===== config.mk =====
export PLATFORM = sky130hd
export DESIGN_NAME = fsm_spi
export DESIGN_NICKNAME = d
export VERILOG_FILES = /design/src/rtl/fsm_spi_pkg.sv /design/src/rtl/fsm_spi_sclk_gen.sv /design/src/rtl/fsm_spi.sv
export SDC_FILE = /design/constraint.sdc
export NUM_CORES = 1
export LEC_CHECK = 0
export BUFFER_PORTS_ARGS = -buffer_cell sky130_fd_sc_hd__buf_2
export CORE_MARGIN = 2
export CORE_UTILIZATION = 50
export CTS_CLUSTER_SIZE = 25
export DETAILED_ROUTE_END_ITERATION = 10
export PLACE_DENSITY = 0.78
export SLEW_MARGIN = 20
export SYNTH_ARGS = -nofsm -noshare
export SYNTH_HDL_FRONTEND = slang
export SYNTH_SLANG_ARGS = --single-unit

===== constraint.sdc =====
create_clock -name clk -period 1.9 [get_ports clk]
set_input_delay 0.475 -clock clk [delete_from_list [all_inputs] [get_ports clk]]
set_output_delay 0.475 -clock clk [all_outputs]
set_load 0.05 [all_outputs]

===== src/rtl/fsm_spi_pkg.sv =====
// Shared types and default constants for the fsm_spi transmit-only SPI master.
// Holds the FSM state encoding plus default frame width and SCLK divider.
package fsm_spi_pkg;

  localparam int DATA_WIDTH = 12;
  localparam int CLK_DIV    = 10;

  typedef enum logic [1:0] {
    IDLE = 2'd0,
    SEND = 2'd1,
    END  = 2'd2
  } spi_state_t;

endpackage


===== src/rtl/fsm_spi_sclk_gen.sv =====
// Free-running SCLK divider: sclk toggles every CLK_DIV clk cycles.
// Ports: clk, rst (sync, active low) in; sclk, fall_evt, rise_evt out.
module spi_sclk_gen #(
  parameter int CLK_DIV = 10
) (
  input  logic clk,
  input  logic rst,
  output logic sclk,
  output logic fall_evt,
  output logic rise_evt
);

  localparam int CW = (CLK_DIV > 1) ? $clog2(CLK_DIV) : 1;

  logic [CW-1:0] div_cnt;
  logic          wrap;

  assign wrap = (div_cnt == CW'(CLK_DIV - 1));

  // Strobes mark the cycle whose closing edge moves sclk,
  // so registered consumers update on the same edge.
  assign fall_evt = wrap & sclk;
  assign rise_evt = wrap & ~sclk;

  always_ff @(posedge clk) begin
    if (!rst) begin
      div_cnt <= '0;
      sclk    <= 1'b0;
    end else if (wrap) begin
      div_cnt <= '0;
      sclk    <= ~sclk;
    end else begin
      div_cnt <= div_cnt + 1'b1;
    end
  end

endmodule


===== src/rtl/fsm_spi.sv =====
// Transmit-only SPI master (mode 0): sends TX_DATA LSB first while tx_enable.
// Ports: clk, rst (sync, active low), tx_enable in; mosi, cs, sclk out.
module fsm_spi #(
  parameter int DATA_WIDTH = fsm_spi_pkg::DATA_WIDTH,
  parameter logic [DATA_WIDTH-1:0] TX_DATA = 12'hACE,
  parameter int CLK_DIV = fsm_spi_pkg::CLK_DIV
) (
  input  logic clk,
  input  logic rst,
  input  logic tx_enable,
  output logic mosi,
  output logic cs,
  output logic sclk
);

  import fsm_spi_pkg::*;

  localparam int CW = $clog2(DATA_WIDTH + 1);
  localparam int PW = 1 << CW;

  // Word padded to a power of two so bit_cnt indexes it exactly.
  localparam logic [PW-1:0] TX_PAD = PW'(TX_DATA);

  spi_state_t    state;
  logic [CW-1:0] bit_cnt;
  logic          fall_evt;
  logic          rise_evt;

  spi_sclk_gen #(
    .CLK_DIV (CLK_DIV)
  ) u_sclk (
    .clk      (clk),
    .rst      (rst),
    .sclk     (sclk),
    .fall_evt (fall_evt),
    .rise_evt (rise_evt)
  );

  always_ff @(posedge clk) begin
    if (!rst) begin
      state   <= IDLE;
      cs      <= 1'b1;
      mosi    <= 1'b0;
      bit_cnt <= '0;
    end else begin
      case (state)
        IDLE: begin
          if (fall_evt && tx_enable) begin
            state   <= SEND;
            cs      <= 1'b0;
            mosi    <= TX_PAD[0];
            bit_cnt <= CW'(1);
          end
        end
        SEND: begin
          if (fall_evt) begin
            if (bit_cnt < CW'(DATA_WIDTH)) begin
              mosi    <= TX_PAD[bit_cnt];
              bit_cnt <= bit_cnt + 1'b1;
            end else begin
              state   <= END;
              cs      <= 1'b1;
              mosi    <= 1'b0;
              bit_cnt <= '0;
            end
          end
        end
        END: begin
          if (fall_evt) state <= IDLE;
        end
        default: begin
          state   <= IDLE;
          cs      <= 1'b1;
          mosi    <= 1'b0;
          bit_cnt <= '0;
        end
      endcase
    end
  end

  // The divider can never flag both edges in one cycle.
  a_edges_exclusive: assert property (
    @(posedge clk) disable iff (!rst)
    !(fall_evt && rise_evt)
  );

endmodule


==> impl_results.md, run 1 <==
* Status: finished clean
* Slew Viols, Final at 0
* Most frequent cell after synthesis: dfxtp_1
* Inserted Clock Buffers at 3
* Synth Flop Type: dfxtp_1
* Fillers at approximately 120
* Die Y at ~42 um
* Initial antenna violation count at 0
* Highest Clock Rate at roughly 580 MHz
* Synth Register Bits at 14
* Proportion of layout cells with a drive suffix above 1 at 0.163
* Starting density of the core at 0.542
* Yosys cell types at 32
* Least-Margin Pin Slew at ~0.50 ns
* Die Wd at 42.0 um
* DRT Wirelength at 1.21 mm
* Async SR Flop Fraction at 0
* Top-area cell type share of the netlist area at 0.388
* Final count of hold timing violations at 0
* Post-synthesis sequential area ratio at 0.388
* Critical path peak fanout at 9
* YS warnings at 0
* Worst hold path class: primary input to flop
* Tmin final at ~1.7 ns
* WP data arrival at ~1.9 ns
* Clock transition at the registers of the reported paths at ~0.09 ns
* Crit end category: flop
* Peak supply drop at approximately 550 uV
* CTS root buffer: clkbuf_4
* Static leakage at slightly above 0.0003 uW
* GPL Wtd Cong at 0.737
* Antenna cells at 0
* Core area at ~1300 um^2
* H-tree depth at 1
* Mapped Cells at 80
* Power density over the cells at 707 nW/um^2
* Post-synth EDFFs at 0
* Clock Sinks at 14
* Area contributors post-synth: dfxtp_1 39%, ha_1 5.2%, nor2_1 4.7%, mux2i_1 4.2%, o311ai_4 3.6%
* Final setup fails at 0
* Top Ports at 6
* Longest Clk Path Bufs at 2
* Hold slack at between 0.4 and 0.5 ns
* Critical Path RT at 2.09 ns
* Cell Rows at 13
* DR vias at approximately 560
* Cts repair resizes at 0
* Total Routing Usage GR at 0.154
* IO Port Bufs at 5
* Largest net degree at the start of global routing at 15
* CTS tree: built
* Grt ovf at 0
* First-pass GRT wire length at about 2.1 mm
* P&R area growth vs syn at 9.00%
* Mapped Area at about 720 um^2
* Residual DRC count at 0
* Detailed-route wire length per cell at ~12 um
* Final Skew at a little over 0.01 ns
* Footprint of the multi-input gates at 405 um^2
* 1st-pass router iterations at 4
* Final ANT Viol Nets at 0
* Critical path class: flop to flop
* RSZ-0062 raised after global routing: false
* Setup crit start kind: flop
* Via-to-Cell Ratio at approximately 5.5
* Synth cell count leaders: 14 x dfxtp_1, 9 x nor2_1, 5 x a21oi_1, 5 x nand2_1
* Mapped Avg Cell Area at about 9.0 um^2
* Initial DRC Count at 12
* Worst skew pair latency at roughly 0.28 ns
* Leading area contributor after synthesis: dfxtp_1
* Hold-fix buffers, CTS at 0
* Post-CTS Setup Repair Bufs at 0
* Max-cap viol count at 0
* Final setup TNS at 0 ns
* Dpl hpwl at ~900 um
* Worst rel slew slack at 0.668
* Register Area at roughly 280 um^2
* Layout Nets at 93
* Tcrit/Tclk final at 0.914
* Syn nets at between 80 and 90
* Vias in the first global route at 486
* Die ar. at roughly 1800 um^2
## placed cells by master, fill, tap and decap left out, drive strengths merged, types with 2 or more instances in the layout
| master | netlist | routed |
|---|---|---|
| dfxtp | 14 | 14 |
| nor2 | 10 | 10 |
| buf | 2 | 6 |
| a21oi | 5 | 5 |
| nand2 | 5 | 5 |
| inv | 4 | 4 |
| nor2b | 4 | 4 |
| clkbuf | 2 | 4 |
| mux2i | 3 | 3 |
| ha | 3 | 3 |
| o21ai | 3 | 3 |
| nor3 | 2 | 2 |
| nand3 | 2 | 2 |
| o221ai | 2 | 2 |
| nand3b | 2 | 2 |
| xnor2 | 2 | 2 |
| nor3b | 2 | 2 |
| and2 | 2 | 2 |
## layer usage
layer  track usage  routed length [um]  up-vias
met4        0.0375                  10        0
li1              -                   -      295
met3        0.0647                  56        2
met1         0.214                 649      248
met2         0.222                 494       14
met5             0                   0        -
## stage by stage
stage / util / area (um^2) / setup slack, ns / cells / total power, uW
2_1_floorplan: - / 723 / 0.198 / 80 / 346
3_3_place_gp: 0.563 / 751 / 0.151 / 97 / 354
3_5_place_dp: 0.563 / 751 / 0.0743 / 97 / 356
4_1_cts: 0.590 / 787 / 0.0680 / 101 / 570
5_1_grt: 0.591 / 788 / 0.0323 / 101 / 590
6_report: 0.591 / 788 / 0.164 / 101 / 558
## layout make-up
type                            instances  share of cell area
Sequential cell                        14               0.356
Clock buffer                            4              0.0460
Timing Repair Buffer                    6              0.0413
Multi-Input combinational cell         58               0.514
Tap cell                               15              0.0238
Inverter                                4              0.0190
## path summary, 6_finish.rpt
| path | start | endpoint | slack [ns] | depth (start not counted) |
|---|---|---|---|---|
| setup / recovery | u_sclk.div_cnt[0] | flop | 0.16 | 6 |
| hold / removal | rst | cs | 0.47 | 2 |
| setup reg to reg | u_sclk.div_cnt[0] | flop | 0.16 | 6 |
| hold reg to reg | u_sclk.div_cnt[0] | u_sclk.div_cnt[0] | 0.47 | 1 |
## cell families after synthesis
logic type,Yosys count,share of synthesized area
muxes,3,0.0415
DFF,14,0.388
buffers and inverters,8,0.0536
and+or+nand+nor,31,0.225
xor gates and xnor gates,3,0.0363
AOI/OAI and AO/OA,18,0.204
adders and majority gates,3,0.0519
## registers in the layout (all words and copies together), names as in the netlist, named ones only
signal	flops
u_sclk.div_cnt	4
cs	1
u_sclk.sclk	1
mosi	1
bit_cnt	4
state	2
## worst max-delay path, stage by stage (launching register included)
cell,delay (ns)
dfxtp_1,0.38
ha_1,0.22
and4b_2,0.37
o21ai_4,0.12
o311ai_4,0.36
nor2_2,0.08
o32ai_1,0.13
## report_power, final
part / leakage, uW / internal [uW] / switching [uW]
registers: 0.000114 / 301 / 6.51
clock network: 0.0000210 / 116 / 93.0
logic: 0.000171 / 17.1 / 23.8
total: 0.000306 / 434 / 123
No activity file was read; power rests on OpenSTA's default activity.
==> run 2, diff against run 1 <==
--- a/config.mk
+++ b/config.mk
@@ -10,7 +10,7 @@
 export CORE_UTILIZATION = 50
 export CTS_CLUSTER_SIZE = 25
 export DETAILED_ROUTE_END_ITERATION = 10
-export PLACE_DENSITY = 0.78
+export PLACE_DENSITY = 0.67
 export SLEW_MARGIN = 20
 export SYNTH_ARGS = -nofsm -noshare
 export SYNTH_HDL_FRONTEND = slang
==> run 2 against run 1 <==
Power increased by 1.3%. Clock skew decreased by 0.0018 ns. Global-route usage increased by 1.7 points. Critical path depth unchanged. Combinational power increased by 7.1%. Critical path type unchanged. Largest cell class unchanged.
==> impl_results.md, run 2 (synthesis results as in run 1) <==
* Status: finished clean
* P&R area growth vs syn at 11.4%
* Slew Viols, Final at 0
* Cell Rows at 13
* Crit end category: flop
* Antenna cells at 0
* Crit-path cells: ha_1, and4b_2, o21ai_4, o311ai_4, nor2_2, o32ai_1
* Detailed-route wire length per cell at roughly 14 um
* Biggest regs: bit_cnt x4, u_sclk.div_cnt x4, state x2
* Final setup fails at 0
* Grt ovf at 0
* DRT Wirelength at between 1 and 1.5 mm
* Hold Path Stages at 2
* Longest Clk Path Bufs at 2
* Initial DRC Count at 18
* Power density over the cells at around 700 nW/um^2
* Clock transition at the registers of the reported paths at around 0.090 ns
* Peak supply drop at 399 uV
* Setup crit start kind: flop
* Proportion of layout cells with a drive suffix above 1 at 0.170
* WP data arrival at between 1.5 and 2 ns
* Final Skew at between 0.008 and 0.009 ns
* Inserted Clock Buffers at 3
* RSZ-0062 raised after global routing: false
* Worst rel slew slack at 0.777
* R2R setup slack at ~0.17 ns
* Vias in the first global route at just under 500
* Final ANT Viol Nets at 0
* Top Ports at 6
* Worst hold path class: primary input to flop
* Die Wd at about 42 um
* Critical path class: flop to flop
* Worst R2R Path Depth at 6
* Final count of hold timing violations at 0
* Max-cap viol count at 0
* Largest net degree at the start of global routing at 11
* Finished Cell Area at between 800 and 900 um^2
* Die ar. at approximately 1800 um^2
* Hold Path Origin: rst
* Worst setup path start: u_sclk.div_cnt[0]
* Residual DRC count at 0
* Dpl hpwl at around 1.0 mm
* GPL Wtd Cong at ~0.8
* Crit-path slowest cell: dfxtp_1
* Critical path peak fanout at 5
* Initial antenna violation count at 0
* Commonest cells after routing, fill and taps aside: 14 x dfxtp_1, 9 x nor2_1, 5 x a21oi_1, 5 x nand2_1, 5 x buf_2
* Pre-CTS setup slack at between 0.07 and 0.08 ns
* CP max stage delay at roughly 0.38 ns
* Core area at about 1300 um^2
* Critical Path RT at ~2.1 ns
* Worst skew pair latency at 0.28 ns
* CTS root buffer: clkbuf_4
* Layout Nets at 95
* Starting density of the core at 0.542
* H-tree depth at 1
* 1st-pass router iterations at 4
* CTS tree: built
* Worst R2R Start: u_sclk.div_cnt[0]
* Least-Margin Pin Slew at roughly 0.33 ns
* Commonest non-fill, non-tap cell in the layout: dfxtp_1
* DR vias at around 590
* Final setup TNS at 0 ns
* Hold-fix buffers, CTS at 0
* Final WS setup at between 0.15 and 0.2 ns
* IO Port Bufs at 5
* Via-to-Cell Ratio at between 5 and 6
* Tcrit/Tclk final at 0.913
* Total Routing Usage GR at 0.171
* Placed Area at 758 um^2
* First-pass GRT wire length at about 2.2 mm
* Static leakage at between 0.0003 and 0.0004 uW
* Tmin final at around 1.7 ns
* Die Y at around 42 um
* Highest Clock Rate at around 580 MHz
* Clock Sinks at 14
-- run 2: cell count changes in the layout (fill, tap and decap cells not counted), sizes merged --
cell	change
buf	+1
and4b	+1
-- run 2: stage by stage --
stage	power [uW]	util	cells	hold WS (ns)
floorplan	346	-	80	0.433
global placement	354	0.568	98	0.450
detailed placement	356	0.568	98	0.461
CTS	573	0.596	102	0.451
global route	598	0.604	103	0.473
finish	565	0.604	103	0.456
-- run 2: metal layers --
| metal | global-route usage | share of wire |
|---|---|---|
| met1 | 0.228 | 0.47 |
| met2 | 0.238 | 0.45 |
| met3 | 0.0517 | 0.045 |
| met4 | 0.113 | 0.039 |
| met5 | 0 | 0 |
-- run 2: power breakdown --
group	leakage [uW]	internal, uW	total [uW]	switching, uW
Clock	0.0000210	117	213	96.8
Combinational	0.000183	17.7	43.8	26.1
Sequential	0.000114	301	308	6.85
-- run 2: area by class of cell --
class,instances,area [um^2]
fillers,125,528
multi-input cells,59,415
flip-flops and latches,14,280
repair buffers,7,40.0
clock buffers,4,36.3
well taps,15,18.8
inverters,4,15.0
-- run 2: worst min path at each step --
stage,to,slack (ns)
6_report,cs,0.46
5_1_grt,cs,0.47
4_1_cts,cs,0.45
3_5_place_dp,u_sclk.div_cnt[0],0.46
3_3_place_gp,u_sclk.div_cnt[0],0.45
2_1_floorplan,u_sclk.div_cnt[0],0.43
-- run 2: worst max-delay path: cells and delay by family, from the launching register on --
| family | cells | cell delay [ns] |
|---|---|---|
| flops | 1 | 0.38 |
| fa+ha+maj | 1 | 0.27 |
| simple gates | 2 | 0.42 |
| compound gates | 3 | 0.60 |
-- run 2: what timing repair did --
action,4_1_cts,5_1_grt
buffers inserted,0,0
gates resized for setup,0,1
endpoints found under the setup margin,0,1
